==> src/rtl/multiplicador_param.sv <==
// Sequential shift-add multiplier with an internal IDLE/CALC/DONE controller.
// Operands are converted to magnitudes up front; the sign is reapplied on completion.
module multiplicador_param #(
  parameter int WIDTH     = 32,
  parameter bit SIGNED_EN = 1'b1
) (
  input  logic               clk,
  input  logic               reset,
  input  logic               start,
  input  logic               signed_mode,
  input  logic [WIDTH-1:0]   a,
  input  logic [WIDTH-1:0]   b,
  output logic               busy,
  output logic               done,
  output logic [2*WIDTH-1:0] prod
);

  localparam int PW = 2 * WIDTH;

  typedef enum logic [1:0] {
    IDLE = 2'd0,
    CALC = 2'd1,
    DONE = 2'd2
  } state_t;

  state_t           state_q, state_d;
  logic [PW-1:0]    a_reg_q, a_reg_d;
  logic [PW-1:0]    acc_q, acc_d;
  logic [PW-1:0]    prod_q, prod_d;
  logic [WIDTH-1:0] b_reg_q, b_reg_d;
  logic             neg_q, neg_d;

  logic             sm;
  logic [WIDTH-1:0] a_mag;
  logic [WIDTH-1:0] b_mag;

  // The most negative operand negates to itself, which is its correct unsigned magnitude.
  assign sm    = signed_mode & SIGNED_EN;
  assign a_mag = (sm & a[WIDTH-1]) ? -a : a;
  assign b_mag = (sm & b[WIDTH-1]) ? -b : b;

  // NOTE: every target gets a default first so no path leaves it unassigned (no latches).
  always_comb begin
    state_d = state_q;
    a_reg_d = a_reg_q;
    b_reg_d = b_reg_q;
    acc_d   = acc_q;
    neg_d   = neg_q;
    prod_d  = prod_q;

    unique case (state_q)
      IDLE: begin
        if (start) begin
          a_reg_d = {{WIDTH{1'b0}}, a_mag};
          b_reg_d = b_mag;
          acc_d   = '0;
          neg_d   = sm & (a[WIDTH-1] ^ b[WIDTH-1]);
          state_d = CALC;
        end
      end
      CALC: begin
        // Early exit: once the remaining multiplier bits are zero the sum is final.
        if (b_reg_q == '0) begin
          prod_d  = neg_q ? -acc_q : acc_q;
          state_d = DONE;
        end else begin
          if (b_reg_q[0]) acc_d = acc_q + a_reg_q;
          a_reg_d = a_reg_q << 1;
          b_reg_d = b_reg_q >> 1;
        end
      end
      DONE: begin
        state_d = IDLE;
      end
      default: begin
        state_d = IDLE;
      end
    endcase
  end

  // NOTE: state registers use non-blocking assignments so all of them update together on the edge.
  always_ff @(posedge clk) begin
    if (!reset) begin
      state_q <= IDLE;
      a_reg_q <= '0;
      b_reg_q <= '0;
      acc_q   <= '0;
      neg_q   <= 1'b0;
      prod_q  <= '0;
    end else begin
      state_q <= state_d;
      a_reg_q <= a_reg_d;
      b_reg_q <= b_reg_d;
      acc_q   <= acc_d;
      neg_q   <= neg_d;
      prod_q  <= prod_d;
    end
  end

  assign busy = (state_q != IDLE);
  assign done = (state_q == DONE);
  assign prod = prod_q;

endmodule

==> config.mk <==
export PLATFORM = sky130hd
export DESIGN_NAME = multiplicador_param
export DESIGN_NICKNAME = d
export VERILOG_FILES = /design/src/rtl/multiplicador_param.sv
export SDC_FILE = /design/constraint.sdc
export NUM_CORES = 1
export LEC_CHECK = 0
export BUFFER_PORTS_ARGS = -buffer_cell sky130_fd_sc_hd__buf_2
export CORE_ASPECT_RATIO = 0.7
export CORE_MARGIN = 2
export CORE_UTILIZATION = 35
export DETAILED_ROUTE_END_ITERATION = 10
export GPL_TIMING_DRIVEN = 0
export PLACE_DENSITY = 0.48
export SLEW_MARGIN = 20
export SYNTH_ARGS = -nofsm -noshare
export SYNTH_HDL_FRONTEND = slang
export SYNTH_SLANG_ARGS = --single-unit
==> constraint.sdc <==
create_clock -name clk -period 4.3 [get_ports clk]
set_input_delay 0.43 -clock clk [delete_from_list [all_inputs] [get_ports clk]]
set_output_delay 0.43 -clock clk [all_outputs]
set_load 0.01 [all_outputs]
==> summary.md, run 1 <==
| Metric | Value |
|---|---|
| DRT Pass-1 Iters | `5` |
| Setup Slack @ Placement | `0.0637 ns` |
| DRT iter0 DRCs | `1072` |
| Buffers added on ports | `132` |
| TritonCTS clock tree | `done` |
| Via density | `5.60` |
| Initial cell density of the core | `0.356` |
| Buffers and inverters on the worst path | `0` |
| Synthesized area | `0.0146 sq mm` |
| CP Cell Sequence | `nor4_1 -> and2_1 -> nand4_1 -> or3_1 -> or3_1 -> or3_1 -> o31a_1 -> nor2_1 -> nand2_1 -> xnor2_1 -> o22ai_1` |
| Post-CTS Hold Fix Bufs | `0` |
| Critical Setup Path Class | `reg -> reg` |
| Area Growth Syn to Fin | `15.5%` |
| Routability cong. | `0.928` |
| Worst path slowest cell | `nor4_1` |
| Post-Route WL | `51.8 mm` |
| Commonest non-fill, non-tap cell in the layout | `dfxtp_1` |
| Syn Inst Count | `1780` |
| Rel. slew slack | `0.295` |
| Final period demand of the worst path | `3.97 ns` |
| GR Util All Layers | `0.233` |
| H-tree levels | `1` |
| DIE AREA | `0.0435 sq mm` |
| Setup_tns | `0 ns` |
| Yosys warning total | `0` |
| RSZ-0062 raised after global routing | `false` |
| Vias in the first global route | `13100` |
| Most frequent cells in the layout | `dfxtp_1, nand2_1, buf_2, a21oi_1, clkbuf_1` |
| Max-cap viol count | `0` |
| Flop2flop setup slack | `0.33 ns` |
| Fraction of registers with async set/reset | `0` |
| Slowest Stage Delay on Critical Path | `0.54 ns` |
| GRT overflow | `0` |
| Final Hold Vio Count | `0` |
| Sink Count | `227` |
| CP Launch Type | `register` |
| WL per Instance | `20.7 um` |
| Resized cells post-CTS | `0` |
| Post-layout net count | `2076` |
| Worst Tran Pin Value | `1.06 ns` |
| Final setup fails | `0` |
| Worst-Skew Late Latency | `0.55 ns` |
| Global-route wire length before repair | `80.0 mm` |
| Syn Area/Cell | `8.22 sq um` |
| Cell mode on critical path | `or3_1` |
| Max-slew violations | `0` |
| Vias | `14000` |
| Clk root buf | `clkbuf_16` |
| I/O pin count | `134` |
| Post-synth cell types | `69` |
| #FFs+latches synth | `227` |
| Max Fanout on Critical Path | `7` |
| Largest net degree at the start of global routing | `13` |
| Final WS setup | `0.328 ns` |
| Initial antenna violation count | `1` |
| Fill cells | `4377` |
| Antenna viol nets, final | `0` |
| Post-CTS Setup Bufs | `0` |
| Seq/Total Area, Yosys | `0.311` |
| DRC viols | `0` |
| P_leak | `7.67 nW` |
| Num CTS Buffers | `26` |
| Clock Skew | `0.0136 ns` |
| Arrival time at the worst endpoint | `4.38 ns` |
| Syn Nets | `1915` |
| DIE HEIGHT | `175 um` |
| CP top delay family | `simple AND/OR/NAND/NOR gates` |
| Die X | `248 um` |
| Fmax | `252 MHz` |
| EDFF count, synth | `0` |
| Status | `finished, final reports clean` |
| Design Power | `0.00557 W` |
| CTS clk-pin slew, worst paths | `0.06 ns` |
| Core area | `0.0411 sq mm` |
| Diode count | `0` |
| P per Cell Area | `329 mW/mm^2` |
| Max VDD drop | `0.281 mV` |
| Min-delay worst type | `in -> reg` |
| Share of cells above drive strength 1 | `0.104` |
| Clock tree buffer depth | `3` |
| Tcrit/Tclk final | `0.924` |
| Post-DP HPWL | `41.4 mm` |
| Critical path endpoint category | `register` |
| Crit path required time | `4.71 ns` |
| # rows | `62` |
| Synth Flop Type | `dfxtp_1` |
[worst min-delay path, cell delays in order]
cell,delay [ns]
buf_2,0.13
nand4_1,0.07
o21ai_0,0.06
[sequential cells by signal (all words and copies together), names as in the netlist]
name     count
a_reg_q     64
state_q      2
prod        64
b_reg_q     32
acc_q       64
neg_q        1
[Yosys cell counts (6+ instances only)]
cell type | number | share of area
a31oi_1 | 10 | 0.0043
nand2b_1 | 7 | 0.0030
a21oi_1 | 118 | 0.040
nand2_1 | 219 | 0.056
or4_1 | 8 | 0.0041
ha_1 | 66 | 0.056
nor2_1 | 86 | 0.022
clkbuf_1 | 106 | 0.027
nand3_1 | 39 | 0.013
o211a_1 | 75 | 0.051
xor2_1 | 105 | 0.063
a21boi_0 | 30 | 0.015
dfxtp_1 | 227 | 0.31
a211oi_1 | 26 | 0.013
o41ai_1 | 16 | 0.0096
and3_1 | 10 | 0.0043
mux2i_1 | 8 | 0.0055
o21bai_1 | 18 | 0.0092
inv_1 | 25 | 0.0064
nor3_1 | 22 | 0.0075
o211ai_1 | 48 | 0.025
o31ai_1 | 21 | 0.011
o21ai_0 | 81 | 0.028
nand4_1 | 20 | 0.0085
a311oi_1 | 6 | 0.0036
and2_1 | 7 | 0.0030
o21a_1 | 11 | 0.0056
nor4_1 | 24 | 0.010
or2_2 | 6 | 0.0026
xnor2_1 | 65 | 0.039
a22oi_1 | 19 | 0.0097
a22o_1 | 56 | 0.034
or3_1 | 28 | 0.012
nor2b_1 | 68 | 0.029
a21o_1 | 35 | 0.018
[through the flow]
step | hold slack, ns | std cells | util | area (sq um)
2_1_floorplan | 0.447 | 1780 | - | 14600
6_report | 0.205 | 2501 | 0.411 | 16900
3_3_place_gp | 0.456 | 2456 | 0.389 | 16000
4_1_cts | 0.188 | 2501 | 0.410 | 16900
5_1_grt | 0.215 | 2501 | 0.411 | 16900
3_5_place_dp | 0.458 | 2457 | 0.389 | 16000
[routing by layer]
layer,global-route usage,wire [um],vias to the layer above
met5,0,0,-
met4,0.0389,888,0
met3,0.0475,3420,59
met2,0.331,20600,356
met1,0.361,27000,6695
li1,-,-,6899
[final timing paths]
kind,start,to,cells after the start
worst max-delay path,acc_q[2]$_SDFFE_PN0P_,prod[62]$_SDFFE_PN0P_,11
worst min-delay path,b[31],b_reg_q[31]$_SDFFE_PN0P_,3
worst max register to register,acc_q[2]$_SDFFE_PN0P_,prod[62]$_SDFFE_PN0P_,11
worst min register to register,prod[60]$_SDFFE_PN0P_,prod[60]$_SDFFE_PN0P_,2
[logic make-up (layout without fill, tap and decap cells)]
logic type / after synthesis / in the layout / share of synthesized area
XOR/XNOR: 170 / 170 / 0.102
multiplexers: 8 / 8 / 0.00547
AND/OR/NAND/NOR: 568 / 568 / 0.192
AO/OA/AOI/OAI: 601 / 601 / 0.296
adder cells (fa/ha/maj): 67 / 67 / 0.0578
flip-flops: 227 / 227 / 0.311
buffers and inverters: 139 / 316 / 0.0362
[area by class of cell]
class	count	area (sq um)	area share
inverter	25	93.8	0.00555
clock inverter	6	130	0.00770
sequential	227	4540	0.269
buffer	114	437	0.0258
clock buffer	38	757	0.0448
timing repair buffer	133	671	0.0397
multi-input combinational	1414	9600	0.567
tap	544	681	0.0403
[power by group]
group	switching (W)	internal [W]	leakage, nW	total [W]
clock network	0.000908	0.00145	0.434	0.00235
registers	0.0000847	0.00218	1.84	0.00226
logic	0.000619	0.000333	5.40	0.000951
Note: power is estimated with default switching activity, not from simulation.
==> run 2: changes to the inputs <==
--- a/config.mk
+++ b/config.mk
@@ -8,10 +8,10 @@
 export BUFFER_PORTS_ARGS = -buffer_cell sky130_fd_sc_hd__buf_2
 export CORE_ASPECT_RATIO = 0.7
 export CORE_MARGIN = 2
-export CORE_UTILIZATION = 35
+export CORE_UTILIZATION = 50
 export DETAILED_ROUTE_END_ITERATION = 10
 export GPL_TIMING_DRIVEN = 0
-export PLACE_DENSITY = 0.48
+export PLACE_DENSITY = 0.65
 export SLEW_MARGIN = 20
 export SYNTH_ARGS = -nofsm -noshare
 export SYNTH_HDL_FRONTEND = slang
==> run 2 against run 1 <==
Global-route usage is 6.3 points higher. Core utilization is 16 points higher. Flip-flop and latch count stayed put. Count of clock-buffer cells in the layout is 4 lower. Design area is 2.0% lower. Critical path depth is 3 higher. Die area is 29% lower. First-iteration DRC count is 15% higher. Total power is 4.6% lower. Register-to-register slack worse by 0.03 ns. Sequential power hardly changed. Highest routed layer is now met5.
==> summary.md, run 2 (same netlist as run 1, synthesis figures left out) <==
| Metric | Value |
|---|---|
| Global-route wire length before repair | `72.4 mm` |
| Final Hold Vio Count | `0` |
| # rows | `52` |
| Met3 wire len | `3.61 mm` |
| Post-layout net count | `2073` |
| Num CTS Buffers | `23` |
| Buffers added on ports | `132` |
| DRC viols | `0` |
| CP Launch Type | `register` |
| Diode count | `0` |
| Worst Tran Pin Value | `0.911 ns` |
| Cell mode on critical path | `a31oi_1` |
| I/O pin count | `134` |
| Vias | `14100` |
| Initial antenna violation count | `1` |
| Worst-Skew Late Latency | `0.54 ns` |
| Design Power | `0.00531 W` |
| Rel. slew slack | `0.393` |
| Clk root buf | `clkbuf_16` |
| Final setup fails | `0` |
| DIE HEIGHT | `147 um` |
| Part of the power in registers | `0.426` |
| Worst path slowest cell | `o31ai_2` |
| Most frequent cells in the layout | `dfxtp_1, nand2_1, buf_2, a21oi_1, clkbuf_1` |
| Highest routed layer | `met5` |
| Largest net degree at the start of global routing | `15` |
| Clock Skew | `0.0238 ns` |
| WL per Instance | `19.9 um` |
| Critical path endpoint category | `register` |
| GR Util All Layers | `0.296` |
| Max-cap viol count | `0` |
| Fin util | `0.575` |
| Die X | `208 um` |
| Setup Slack @ Placement | `0.208 ns` |
| RSZ-0062 raised after global routing | `false` |
| Max VDD drop | `0.284 mV` |
| Initial cell density of the core | `0.508` |
| Final WS setup | `0.294 ns` |
| Int Power | `0.00375 W` |
| Share of cells above drive strength 1 | `0.103` |
| Clock power share | `0.400` |
| DR WL met2 | `18.2 mm` |
| DRT Pass-1 Iters | `5` |
| GRT overflow | `0` |
| Sink Count | `227` |
| Min-delay worst type | `in -> reg` |
| Critical Setup Path Class | `reg -> reg` |
| Routability cong. | `0.941` |
| Switching share of power | `0.294` |
| Final period demand of the worst path | `4.01 ns` |
| P per Cell Area | `321 mW/mm^2` |
| Clock tree buffer depth | `3` |
| Fmax | `250 MHz` |
| Vias in the first global route | `12800` |
| Tcrit/Tclk final | `0.932` |
| Met1 Routed Length | `23.6 mm` |
| Via density | `6.06` |
| Crit path required time | `4.72 ns` |
| CP Cell Sequence | `ha_1 -> inv_1 -> fa_1 -> nor2b_1 -> o31a_1 -> o21ai_0 -> nand3_1 -> a31oi_1 -> o31ai_2 -> a31oi_1 -> o21bai_1 -> a21boi_0 -> xnor2_1 -> a22o_1` |
| Slowest Stage Delay on Critical Path | `0.59 ns` |
| DRT iter0 DRCs | `1238` |
| Post-DP HPWL | `36.6 mm` |
| Arrival time at the worst endpoint | `4.43 ns` |
| Antenna viol nets, final | `0` |
| DIE AREA | `0.0307 sq mm` |
| CTS clk-pin slew, worst paths | `0.07 ns` |
| Status | `finished, final reports clean` |
| Post-Route WL | `46.3 mm` |
| TritonCTS clock tree | `done` |
| Max Fanout on Critical Path | `6` |
| Max-slew violations | `0` |
| Comb pwr share | `0.174` |
| Area Growth Syn to Fin | `13.3%` |
| P_leak | `7.63 nW` |
| Psw | `0.00156 W` |
| Core area | `0.0288 sq mm` |
| H-tree levels | `1` |
| Commonest non-fill, non-tap cell in the layout | `dfxtp_1` |
| Post-CTS Setup Bufs | `0` |
run 2: through the flow:
stage | setup TNS, ns | hold slack [ns] | cells | cell area, sq um
final | 0 | 0.206 | 2333 | 16600
after global routing | 0 | 0.190 | 2333 | 16600
after CTS | 0 | 0.174 | 2333 | 16600
after detailed placement | 0 | 0.460 | 2291 | 15800
after global placement | -0.973 | 0.458 | 2290 | 15800
after floorplan | 0 | 0.447 | 1780 | 14600
run 2: routing by layer:
metal / up-vias / global-route usage
li1: 6887 / -
met1: 6699 / 0.460
met2: 500 / 0.425
met3: 61 / 0.0511
met4: 2 / 0.0601
met5: - / 0
run 2: worst paths after layout:
| kind | start | endpoint | slack [ns] | cells after the start |
|---|---|---|---|---|
| hold / removal | a[0] | a_reg_q[0]$_SDFFE_PN0P_ | 0.21 | 3 |
| setup reg to reg | acc_q[0]$_SDFFE_PN0P_ | acc_q[58]$_SDFFE_PN0P_ | 0.29 | 14 |
| hold reg to reg | prod[50]$_SDFFE_PN0P_ | prod[50]$_SDFFE_PN0P_ | 0.48 | 2 |
| setup / recovery | acc_q[0]$_SDFFE_PN0P_ | acc_q[58]$_SDFFE_PN0P_ | 0.29 | 14 |
run 2: worst max-delay path, delay by kind of cell (launching register included):
family	cells	cell delay [ns]
AOI/OAI and AO/OA	8	2.11
adders and majority gates	2	0.64
DFF	1	0.46
and+or+nand+nor	2	0.45
xor gates and xnor gates	1	0.15
buffers and inverters	1	0.07
run 2: timing repair:
item	in CTS	in global routing
endpoints found under the hold margin	0	0
resized for setup	0	1
hold buffers	0	0
setup endpoints to repair	0	4
run 2: power groups by stage:
stage	clock network (W)	registers (W)	logic, W
global route	0.00223	0.00227	0.00101
detailed placement	0	0.00231	0.000900
finish	0.00213	0.00227	0.000923
CTS	0.00215	0.00226	0.000905
floorplan	0	0.00227	0.000627
global placement	0	0.00231	0.000887
run 2: layout make-up:
cell class	count	area [sq um]
fill	2713	12200
multi-input combinational	1414	9570
sequential	227	4540
clock buffer	34	697
timing repair buffer	133	671
tap	378	473
buffer	114	437
clock inverter	8	93.8
inverter	25	93.8
